--- config.mk ---
export PLATFORM = sky130hd
export DESIGN_NAME = mem_ctrl_flat
export DESIGN_NICKNAME = d
export VERILOG_FILES = /design/src/rtl/mem_ctrl_if.sv /design/src/rtl/mem_ctrl.sv /design/src/flat_wrapper.sv
export SDC_FILE = /design/constraint.sdc
export NUM_CORES = 1
export LEC_CHECK = 0
export BUFFER_PORTS_ARGS = -buffer_cell sky130_fd_sc_hd__buf_2
export CAP_MARGIN = 10
export CORE_MARGIN = 2
export CORE_UTILIZATION = 55
export CTS_BUF_LIST = sky130_fd_sc_hd__clkbuf_16
export CTS_CLUSTER_DIAMETER = 80
export DETAILED_ROUTE_END_ITERATION = 7
export PLACE_DENSITY_LB_ADDON = 0.2
export REMOVE_ABC_BUFFERS = 1
export SYNTH_ARGS = -nofsm -noshare
export SYNTH_HDL_FRONTEND = slang
export SYNTH_SLANG_ARGS = --single-unit
--- constraint.sdc ---
create_clock -name clk -period 4.6 [get_ports clk]
set_clock_uncertainty 0.15 [all_clocks]
set_input_delay 0.92 -clock clk [delete_from_list [all_inputs] [get_ports clk]]
set_output_delay 0.92 -clock clk [all_outputs]
set_load 0.05 [all_outputs]
--- src/rtl/mem_ctrl_if.sv ---
// Requester and RAM-port bundle for mem_ctrl: fetcher fills, LSB loads/stores and the byte-wide RAM/IO port.
// The slave modport is the controller's view; master is the environment's view.
interface mem_ctrl_if;
  logic        fet_mem_enable;
  logic [31:0] fet_mem_addr;
  logic        lsb_mem_enable;
  logic        lsb_mem_we;
  logic [1:0]  lsb_mem_width;
  logic [31:0] lsb_mem_addr;
  logic [31:0] lsb_mem_data;
  logic        io_buffer_full;
  logic [7:0]  mem_din;
  logic [7:0]  mem_dout;
  logic [31:0] mem_a;
  logic        mem_wr;
  logic        mem_inst_ready;
  logic [31:0] mem_inst;
  logic [31:0] mem_inst_addr;
  logic        mem_data_ready;
  logic [31:0] mem_data;

  modport slave (
    input  fet_mem_enable, fet_mem_addr,
    input  lsb_mem_enable, lsb_mem_we, lsb_mem_width, lsb_mem_addr, lsb_mem_data,
    input  io_buffer_full, mem_din,
    output mem_dout, mem_a, mem_wr,
    output mem_inst_ready, mem_inst, mem_inst_addr,
    output mem_data_ready, mem_data
  );

  modport master (
    output fet_mem_enable, fet_mem_addr,
    output lsb_mem_enable, lsb_mem_we, lsb_mem_width, lsb_mem_addr, lsb_mem_data,
    output io_buffer_full, mem_din,
    input  mem_dout, mem_a, mem_wr,
    input  mem_inst_ready, mem_inst, mem_inst_addr,
    input  mem_data_ready, mem_data
  );
endinterface

--- src/rtl/mem_ctrl.sv ---
// Byte-serial memory controller: arbitrates fetcher fills against LSB loads/stores and
// sequences them one byte per cycle over the single RAM port.
module mem_ctrl (
  input  logic       clk,
  input  logic       rst,
  input  logic       rdy,
  input  logic       flush,
  mem_ctrl_if.slave  bus
);
  localparam int XLEN = 32;

  typedef enum logic [1:0] {IDLE, READ, WRITE} state_t;
  typedef enum logic {OWN_INST = 1'b0, OWN_DATA = 1'b1} owner_t;

  state_t          state, state_n;
  owner_t          owner, last_grant, grant_owner;
  logic [2:0]      len, len_req, rd_len;
  logic [1:0]      ia, ca;
  logic            primed;
  logic [XLEN-1:0] base, wdata, asm_q, asm_n, next_a;
  logic [7:0]      next_byte;
  logic            data_ok, grant, rd_issue, rd_last, wr_last;

  always_comb begin
    state_n     = state;
    grant       = 1'b0;
    grant_owner = OWN_INST;
    // stores to the UART window wait while its buffer is full
    data_ok = bus.lsb_mem_enable &&
              !(bus.lsb_mem_we && bus.lsb_mem_addr[17:16] == 2'b11 && bus.io_buffer_full);
    case (bus.lsb_mem_width)
      2'b00:   len_req = 3'd1;
      2'b01:   len_req = 3'd2;
      default: len_req = 3'd4;
    endcase
    // a fill whose first halfword is compressed stops after two bytes
    rd_len = len;
    if (owner == OWN_INST && ca == 2'd0 && bus.mem_din[1:0] != 2'b11)
      rd_len = 3'd2;
    rd_issue  = ({1'b0, ia} < len - 3'd1);
    rd_last   = primed && ({1'b0, ca} == rd_len - 3'd1);
    wr_last   = ({1'b0, ia} == len - 3'd1);
    next_a    = base + {30'd0, ia} + 32'd1;
    next_byte = wdata[{ia + 2'd1, 3'b000} +: 8];
    asm_n     = asm_q;
    asm_n[{ca, 3'b000} +: 8] = bus.mem_din;
    case (state)
      IDLE: begin
        if (!flush && (bus.fet_mem_enable || data_ok)) begin
          grant       = 1'b1;
          grant_owner = (data_ok && (!bus.fet_mem_enable || last_grant == OWN_INST))
                        ? OWN_DATA : OWN_INST;
          state_n     = (grant_owner == OWN_DATA && bus.lsb_mem_we) ? WRITE : READ;
        end
      end
      READ:    if (flush || rd_last) state_n = IDLE;
      WRITE:   if (wr_last) state_n = IDLE;
      default: state_n = IDLE;
    endcase
  end

  always_ff @(posedge clk) begin
    if (rst)      state <= IDLE;
    else if (rdy) state <= state_n;
  end

  always_ff @(posedge clk) begin
    if (rst) begin
      owner              <= OWN_INST;
      last_grant         <= OWN_INST;
      len                <= 3'd0;
      ia                 <= 2'd0;
      ca                 <= 2'd0;
      primed             <= 1'b0;
      base               <= '0;
      wdata              <= '0;
      asm_q              <= '0;
      bus.mem_a          <= '0;
      bus.mem_dout       <= 8'h00;
      bus.mem_wr         <= 1'b0;
      bus.mem_inst_ready <= 1'b0;
      bus.mem_inst       <= '0;
      bus.mem_inst_addr  <= '0;
      bus.mem_data_ready <= 1'b0;
      bus.mem_data       <= '0;
    end else if (rdy) begin
      bus.mem_inst_ready <= 1'b0;
      bus.mem_data_ready <= 1'b0;
      case (state)
        IDLE: begin
          if (grant) begin
            owner      <= grant_owner;
            last_grant <= grant_owner;
            ia         <= 2'd0;
            ca         <= 2'd0;
            primed     <= 1'b0;
            asm_q      <= '0;
            wdata      <= bus.lsb_mem_data;
            if (grant_owner == OWN_DATA) begin
              base      <= bus.lsb_mem_addr;
              len       <= len_req;
              bus.mem_a <= bus.lsb_mem_addr;
            end else begin
              base      <= bus.fet_mem_addr;
              len       <= 3'd4;
              bus.mem_a <= bus.fet_mem_addr;
            end
            if (state_n == WRITE) begin
              bus.mem_dout <= bus.lsb_mem_data[7:0];
              bus.mem_wr   <= 1'b1;
            end else begin
              bus.mem_wr   <= 1'b0;
            end
          end
        end
        READ: begin
          if (flush) begin
            bus.mem_a <= '0;
          end else begin
            // first byte appears on mem_din two edges after accept
            primed <= 1'b1;
            if (rd_issue) begin
              ia        <= ia + 2'd1;
              bus.mem_a <= next_a;
            end
            if (primed) begin
              asm_q <= asm_n;
              ca    <= ca + 2'd1;
              len   <= rd_len;
              if (rd_last) begin
                bus.mem_a <= '0;
                if (owner == OWN_INST) begin
                  bus.mem_inst_ready <= 1'b1;
                  bus.mem_inst       <= asm_n;
                  bus.mem_inst_addr  <= base;
                end else begin
                  bus.mem_data_ready <= 1'b1;
                  bus.mem_data       <= asm_n;
                end
              end
            end
          end
        end
        WRITE: begin
          if (wr_last) begin
            bus.mem_wr         <= 1'b0;
            bus.mem_a          <= '0;
            bus.mem_dout       <= 8'h00;
            bus.mem_data_ready <= 1'b1;
          end else begin
            ia           <= ia + 2'd1;
            bus.mem_a    <= next_a;
            bus.mem_dout <= next_byte;
          end
        end
        default: ;
      endcase
    end
  end
endmodule

--- src/flat_wrapper.sv ---
// flat-port wrapper written by rule: the top's interface ports become plain ports
module mem_ctrl_flat 
  (clk, rst, rdy, flush, bus_fet_mem_enable, bus_fet_mem_addr, bus_lsb_mem_enable, bus_lsb_mem_we, bus_lsb_mem_width, bus_lsb_mem_addr, bus_lsb_mem_data, bus_io_buffer_full, bus_mem_din, bus_mem_dout, bus_mem_a, bus_mem_wr, bus_mem_inst_ready, bus_mem_inst, bus_mem_inst_addr, bus_mem_data_ready, bus_mem_data);
  mem_ctrl_if bus_i ();
  input  logic clk;
  input  logic rst;
  input  logic rdy;
  input  logic flush;
  input wire logic [$bits(bus_i.fet_mem_enable)-1:0] bus_fet_mem_enable;
  input wire logic [$bits(bus_i.fet_mem_addr)-1:0] bus_fet_mem_addr;
  input wire logic [$bits(bus_i.lsb_mem_enable)-1:0] bus_lsb_mem_enable;
  input wire logic [$bits(bus_i.lsb_mem_we)-1:0] bus_lsb_mem_we;
  input wire logic [$bits(bus_i.lsb_mem_width)-1:0] bus_lsb_mem_width;
  input wire logic [$bits(bus_i.lsb_mem_addr)-1:0] bus_lsb_mem_addr;
  input wire logic [$bits(bus_i.lsb_mem_data)-1:0] bus_lsb_mem_data;
  input wire logic [$bits(bus_i.io_buffer_full)-1:0] bus_io_buffer_full;
  input wire logic [$bits(bus_i.mem_din)-1:0] bus_mem_din;
  output wire logic [$bits(bus_i.mem_dout)-1:0] bus_mem_dout;
  output wire logic [$bits(bus_i.mem_a)-1:0] bus_mem_a;
  output wire logic [$bits(bus_i.mem_wr)-1:0] bus_mem_wr;
  output wire logic [$bits(bus_i.mem_inst_ready)-1:0] bus_mem_inst_ready;
  output wire logic [$bits(bus_i.mem_inst)-1:0] bus_mem_inst;
  output wire logic [$bits(bus_i.mem_inst_addr)-1:0] bus_mem_inst_addr;
  output wire logic [$bits(bus_i.mem_data_ready)-1:0] bus_mem_data_ready;
  output wire logic [$bits(bus_i.mem_data)-1:0] bus_mem_data;
  assign bus_i.fet_mem_enable = bus_fet_mem_enable;
  assign bus_i.fet_mem_addr = bus_fet_mem_addr;
  assign bus_i.lsb_mem_enable = bus_lsb_mem_enable;
  assign bus_i.lsb_mem_we = bus_lsb_mem_we;
  assign bus_i.lsb_mem_width = bus_lsb_mem_width;
  assign bus_i.lsb_mem_addr = bus_lsb_mem_addr;
  assign bus_i.lsb_mem_data = bus_lsb_mem_data;
  assign bus_i.io_buffer_full = bus_io_buffer_full;
  assign bus_i.mem_din = bus_mem_din;
  assign bus_mem_dout = bus_i.mem_dout;
  assign bus_mem_a = bus_i.mem_a;
  assign bus_mem_wr = bus_i.mem_wr;
  assign bus_mem_inst_ready = bus_i.mem_inst_ready;
  assign bus_mem_inst = bus_i.mem_inst;
  assign bus_mem_inst_addr = bus_i.mem_inst_addr;
  assign bus_mem_data_ready = bus_i.mem_data_ready;
  assign bus_mem_data = bus_i.mem_data;
  mem_ctrl u_core (.clk(clk), .rst(rst), .rdy(rdy), .flush(flush), .bus(bus_i));
endmodule
==> impl_metrics.py, run 1 <==
metrics = {
    "route": {
        "viasPerCell": 5.769,
        "drt-initial-drc-count": 638,
        "ant_nets": 0,
        "dr.pass1.iters": 5,
        "drt-total-wl_um": 32900,
        "wire_per_inst_um": 17.45,
        "vias": 10870,
        "drcViolationCount": 0,
    },
    "synth": {
        "ys_types": 68,
        "synth_cells": 1390,
        "postSynth.asyncResetShare_pct": 0,
        "synth_flop_cell": "dfxtp_1",
        "synth_area_um2": 12070,
        "ys_warn_count": 0,
        "syn_avg_cell_area_um2": 8.680,
        "synth-seq-cells": 246,
        "synth_seq_area_share_pct": 40.82,
        "synth_edf_count": 0,
    },
    "placed_design": {
        "port_buffers": 252,
        "place_area_um2": 13360,
        "place_hpwl_um": 21850,
        "placedCellCount": 1837,
        "place_congestion": 0.8699,
    },
    "finish": {
        "final_area_um2": 14160,
        "area_growth_pct": 17.39,
        "n_fill_cell": 1867,
        "nets": 1714,
        "mostFrequentLayoutCell": "buf_2",
        "mostFrequentLayoutCells": "251 x buf_2, 246 x dfxtp_1, 232 x nand2_1",
        "layout-drive-gt1-share_pct": 23.47,
        "stdcell_count": 1885,
    },
    "power": {
        "ir_worst_vdd_mv": 0.2374,
        "power.total_w": 0.004924,
        "leakage_nw": 6.214,
        "powerDensity_nw_per_um2": 347.6,
    },
    "cts": {
        "post_cts_buffers": 0,
        "clk_pin_slew_ns": 0.06,
        "clock-sinks": 246,
        "post_cts_resized": 0,
        "cts_tree": "done",
        "postCtsHoldBufs": 0,
        "clockBufferDepth": 3,
        "cts-root-buf": "clkbuf_16",
        "htreeDepth": 1,
        "clkLatencyLatePin_ns": 0.54,
        "numCtsBuffers": 26,
    },
    "worst_setup_path": {
        "crit_path_max_fanout": 20,
        "arrival_ns": 4.09,
        "critical_path_class": "flip-flop to flip-flop",
        "critPathSlowestCell": "ha_1",
        "start_kind": "flip-flop",
        "path_cells": "inv_1 -> ha_1 -> nand2b_4 -> nor2_1 -> nor2_1 -> ha_1 -> xnor2_1 -> nor2_1 -> and3_1 -> and4b_2 -> buf_4 -> mux2i_1",
        "critPathMaxStageDelay_ns": 0.64,
        "critPathMostFrequentCell": "nor2_1",
        "path_delay_family": "simple AND/OR/NAND/NOR gates",
        "crit_required_ns": 4.90,
        "cp_num_buf_inv": 2,
        "crit_path_end_kind": "flip-flop",
    },
    "grt": {
        "grt_first_pass_wirelength_um": 52850,
        "antenna_found_initial": 3,
        "grt_overflow": 0,
        "track_usage_pct": 27.18,
        "grt_max_degree": 95,
        "grt_pass1_vias": 10390,
    },
    "timing": {
        "rsz0062_at_grt": "no",
        "fin_crit_sh_pct": 82.25,
        "fin_hold_ws_ns": 0.3022,
        "worstMarginPinSlew_ns": 1.006,
        "fmax_mhz": 264.3,
        "setup_viol": 0,
        "slew_violations": 0,
        "tns_ns": 0,
        "fin_crit_ns": 3.783,
        "relSlewSlack_pct": 32.94,
        "hold_viol": 0,
    },
    "run": {
        "maxCapViolCount": 0,
    },
    "die": {
        "die_h_um": 152.1,
        "core_area_um2": 21690,
        "die-area_um2": 23140,
        "ioPinCount": 253,
        "dieWidth_um": 152.1,
        "start_util_pct": 55.63,
        "row_count": 54,
    },
    "min_path": {
        "hp-class": "flip-flop to flip-flop",
    },
    "status": {
        "status": "complete, no violations",
    },
}
[power by group]
part           leakage, nW  internal, W  switching [W]  total [W]
Clock                0.423      0.00113       0.000854    0.00199
Combinational         3.79     0.000215       0.000432   0.000648
Sequential            2.00      0.00221      0.0000816    0.00229
Total                 6.21      0.00356        0.00137    0.00492
[state kept, by name, indices dropped and copies added, names as in the netlist]
name                       flops
u_core.bus.mem_a              32
u_core.asm_q                  32
u_core.bus.mem_inst_ready      1
u_core.bus.mem_dout            8
u_core.bus.mem_inst           32
u_core.bus.mem_inst_addr      32
u_core.ca                      2
u_core.len                     3
u_core.ia                      2
u_core.last_grant              1
u_core.primed                  1
u_core.bus.mem_data           32
u_core.base                   32
u_core.state                   2
u_core.bus.mem_data_ready      1
u_core.wdata                  32
u_core.bus.mem_wr              1
[worst paths after layout]
check | from | cells after the start | end | slack (ns)
worst max register to register | u_core.ca[0]$_SDFFE_PP0P_ | 12 | u_core.bus.mem_inst_addr[4]$_SDFFE_PP0P_ | 0.82
worst max-delay path | u_core.ca[0]$_SDFFE_PP0P_ | 12 | u_core.bus.mem_inst_addr[4]$_SDFFE_PP0P_ | 0.82
worst min register to register | u_core.wdata[16]$_SDFFE_PP0P_ | 2 | u_core.wdata[16]$_SDFFE_PP0P_ | 0.30
worst min-delay path | u_core.wdata[16]$_SDFFE_PP0P_ | 2 | u_core.wdata[16]$_SDFFE_PP0P_ | 0.30
[per-layer routing]
| layer | vias to the layer above | global-route usage, % | routed length (um) | part of all wire [%] |
|---|---|---|---|---|
| met4 | 0 | 7.877 | 812 | 2.5 |
| met5 | - | 0 | 0 | 0 |
| met1 | 5076 | 35.92 | 14250 | 43 |
| met2 | 425 | 45.82 | 15350 | 47 |
| li1 | 5315 | - | - | - |
| met3 | 58 | 4.706 | 2490 | 7.6 |
[Yosys cell counts, drive strengths merged, types with 10 or more instances]
master	instances	area, um^2
dfxtp	246	4925
nand2	232	870.8
mux2i	130	1301
nor2	105	394.1
a21oi	87	435.4
clkbuf	67	251.5
a211oi	52	390.4
nor2b	49	306.5
buf	46	305.3
o21ai	46	245.2
a2bb2oi	32	280.3
or2	31	193.9
a31oi	29	196.4
nand3	21	105.1
inv	20	75.07
xor2	18	165.2
xnor2	15	138.9
ha	14	175.2
nand4	14	102.6
nor3	14	70.07
nand2b	12	82.58
a221oi	10	87.58
o211ai	10	75.07
[cell families (layout without fill, tap and decap cells)]
kind of cell	Yosys count	after routing	synth area share (%)
adders and majority gates	15	15	1.618
xor gates and xnor gates	33	33	2.520
AOI/OAI and AO/OA	315	315	17.71
buffers and inverters	133	345	5.237
muxes	139	139	12.37
DFF	246	246	40.82
other	0	3	0
and+or+nand+nor	509	509	19.72
[final cells by class]
class                      count  area [um^2]  share of cell area, %
antenna                        3        7.507                0.05300
clock buffer                  26        650.6                  4.594
clock inverter                19        145.1                  1.025
inverter                      20        77.57                 0.5477
multi-input combinational   1011         6534                  46.13
sequential                   246         4925                  34.77
tap                          280        350.3                  2.473
timing repair buffer         280         1474                  10.41
[stage by stage]
step | setup slack [ns] | utilization, %
after floorplan | -0.5924 | -
after global placement | 1.027 | 61.60
after detailed placement | 0.8489 | 61.60
after CTS | 0.8216 | 65.27
after global routing | 0.5564 | 65.29
final | 0.8165 | 65.31
[tightest hold or removal path, stage by stage, from the launching register on]
cell	delay, ns
dfxtp_1	0.30
nand2_1	0.05
a21oi_1	0.05
No activity file was read; power rests on OpenSTA's default activity.
==> run 2, diff against run 1 <==
clock period = 3.75 ns   (was 4.6 ns; I/O delays follow)
==> run 2 against run 1 <==
Global-route usage increased by 0.56 points. Non-clock buffer count increased by 3. Die area unchanged. Setup slack got worse by 0.33 ns. Combinational power increased by 24%. Cell area increased by 0.38%. Critical path depth grew 1. First-iteration DRC count up 12%. Critical endpoint is now u_core.bus.mem_a[10]$_SDFFE_PP0P_. Largest cell class unchanged.
==> impl_metrics.py, run 2 (synthesis gave the netlist of run 1 again) <==
metrics = {
    "worst_setup_path": {
        "critPathMaxStageDelay_ns": 0.51,
        "critPathMostFrequentCell": "nor2_1",
        "crit_path_end_kind": "flip-flop",
        "critPathSlowestCell": "dfxtp_1",
        "cp_num_buf_inv": 3,
        "arrival_ns": 3.50,
        "crit_required_ns": 3.99,
        "start_kind": "flip-flop",
        "crit_path_max_fanout": 23,
        "critical_path_class": "flip-flop to flip-flop",
        "path_delay_family": "compound AO/OA/AOI/OAI gates",
        "path_cells": "inv_1 -> ha_1 -> nand2b_4 -> nor2_1 -> nor2_1 -> ha_1 -> xnor2_1 -> nor2_1 -> buf_4 -> a31oi_4 -> buf_4 -> a221oi_1 -> a2111oi_0",
    },
    "die": {
        "die-area_um2": 23140,
        "core_area_um2": 21690,
        "start_util_pct": 55.63,
        "row_count": 54,
        "die_h_um": 152.1,
        "dieWidth_um": 152.1,
        "ioPinCount": 253,
    },
    "placed_design": {
        "dp_slack_ns": 0.3818,
        "place_hpwl_um": 22100,
        "place_congestion": 0.8825,
        "port_buffers": 252,
    },
    "route": {
        "wl_met1_um": 14490,
        "dr_wl_met2_um": 15490,
        "drcViolationCount": 0,
        "top_layer_used": "met5",
        "ant_nets": 0,
        "dr_wl_met3_um": 2212,
        "vias": 10950,
        "viasPerCell": 5.792,
        "dr.pass1.iters": 6,
        "drt-total-wl_um": 33000,
        "drt-initial-drc-count": 717,
        "wire_per_inst_um": 17.46,
    },
    "finish": {
        "mostFrequentLayoutCells": "251 x buf_2, 246 x dfxtp_1, 232 x nand2_1",
        "multiInputGateArea_um2": 6534,
        "seq_area_um2": 4925,
        "mostFrequentLayoutCell": "buf_2",
        "layout-drive-gt1-share_pct": 23.65,
        "n_fill_cell": 1839,
        "nets": 1717,
        "area_growth_pct": 17.84,
    },
    "timing": {
        "layout_setup_ws_ns": 0.4843,
        "slew_violations": 0,
        "worstMarginPinSlew_ns": 0.9512,
        "setup_viol": 0,
        "fin_crit_ns": 3.266,
        "fmax_mhz": 306.2,
        "fin_crit_sh_pct": 87.09,
        "relSlewSlack_pct": 36.43,
        "rsz0062_at_grt": "no",
        "hold_viol": 0,
    },
    "status": {
        "status": "complete, no violations",
    },
    "cts": {
        "post_cts_resized": 0,
        "numCtsBuffers": 26,
        "cts_tree": "done",
        "clockBufferDepth": 3,
        "clock-sinks": 246,
        "postCtsHoldBufs": 0,
        "cts-root-buf": "clkbuf_16",
        "post_cts_buffers": 0,
        "clkLatencyLatePin_ns": 0.53,
        "htreeDepth": 1,
        "clk_pin_slew_ns": 0.06,
    },
    "grt": {
        "grt_pass1_vias": 10520,
        "track_usage_pct": 27.74,
        "antenna_found_initial": 4,
        "grt_overflow": 0,
        "grt_first_pass_wirelength_um": 54040,
        "grt_max_degree": 86,
    },
    "min_path": {
        "hp-class": "flip-flop to flip-flop",
    },
    "power": {
        "ir_worst_vdd_mv": 0.3350,
        "powerDensity_nw_per_um2": 422.6,
        "power.total_w": 0.006008,
        "leakage_nw": 6.208,
    },
    "run": {
        "maxCapViolCount": 0,
    },
}
[run 2: area by class of cell]
cell class              count  area share (%)
flip-flops and latches    246           34.64
multi-input cells        1011           45.96
clock buffers              26           4.576
repair buffers            283           10.79
clock inverters            21          0.9769
well taps                 280           2.464
inverters                  20          0.5456
diodes                      3         0.05280
[run 2: path summary, 6_finish.rpt]
path / startpoint / end / slack [ns] / cells past startpoint
hold reg to reg: u_core.bus.mem_inst_addr[14]$_SDFFE_PP0P_ / u_core.bus.mem_inst_addr[14]$_SDFFE_PP0P_ / 0.30 / 2
setup reg to reg: u_core.ca[0]$_SDFFE_PP0P_ / u_core.bus.mem_a[10]$_SDFFE_PP0P_ / 0.48 / 13
setup / recovery: u_core.ca[0]$_SDFFE_PP0P_ / u_core.bus.mem_a[10]$_SDFFE_PP0P_ / 0.48 / 13
hold / removal: u_core.bus.mem_inst_addr[14]$_SDFFE_PP0P_ / u_core.bus.mem_inst_addr[14]$_SDFFE_PP0P_ / 0.30 / 2
[run 2: power by group]
group          switching (W)  leakage, nW  total [W]  internal, W
logic               0.000533         3.82   0.000804     0.000271
registers           0.000101         2.00    0.00281      0.00271
clock network        0.00107        0.389    0.00240      0.00133
total                0.00170         6.21    0.00601      0.00431
[run 2: layer usage]
layer,global-route usage [%],vias up
met5,0,-
met4,8.634,2
met3,3.651,58
met2,46.03,424
met1,37.77,5163
li1,-,5299
[run 2: worst register-to-register path: stages, from the launching register on]
cell and delay [ns]:
dfxtp_1 0.51, inv_1 0.18, ha_1 0.28, nand2b_4 0.11, nor2_1 0.07, nor2_1 0.16
ha_1 0.27, xnor2_1 0.13, nor2_1 0.06, buf_4 0.15, a31oi_4 0.13, buf_4 0.32
a221oi_1 0.13, a2111oi_0 0.47
[run 2: metrics by stage]
step / hold slack (ns) / util (%) / setup TNS [ns] / cells / area, um^2
after global placement: 0.2896 / 61.88 / 0 / 1840 / 13420
final: 0.3011 / 65.55 / 0 / 1890 / 14220
after CTS: 0.2924 / 65.52 / 0 / 1887 / 14210
after floorplan: 0.2771 / - / -110.32 / 1277 / 11510
after global routing: 0.2944 / 65.54 / 0 / 1889 / 14210
after detailed placement: 0.2968 / 61.88 / 0 / 1840 / 13420
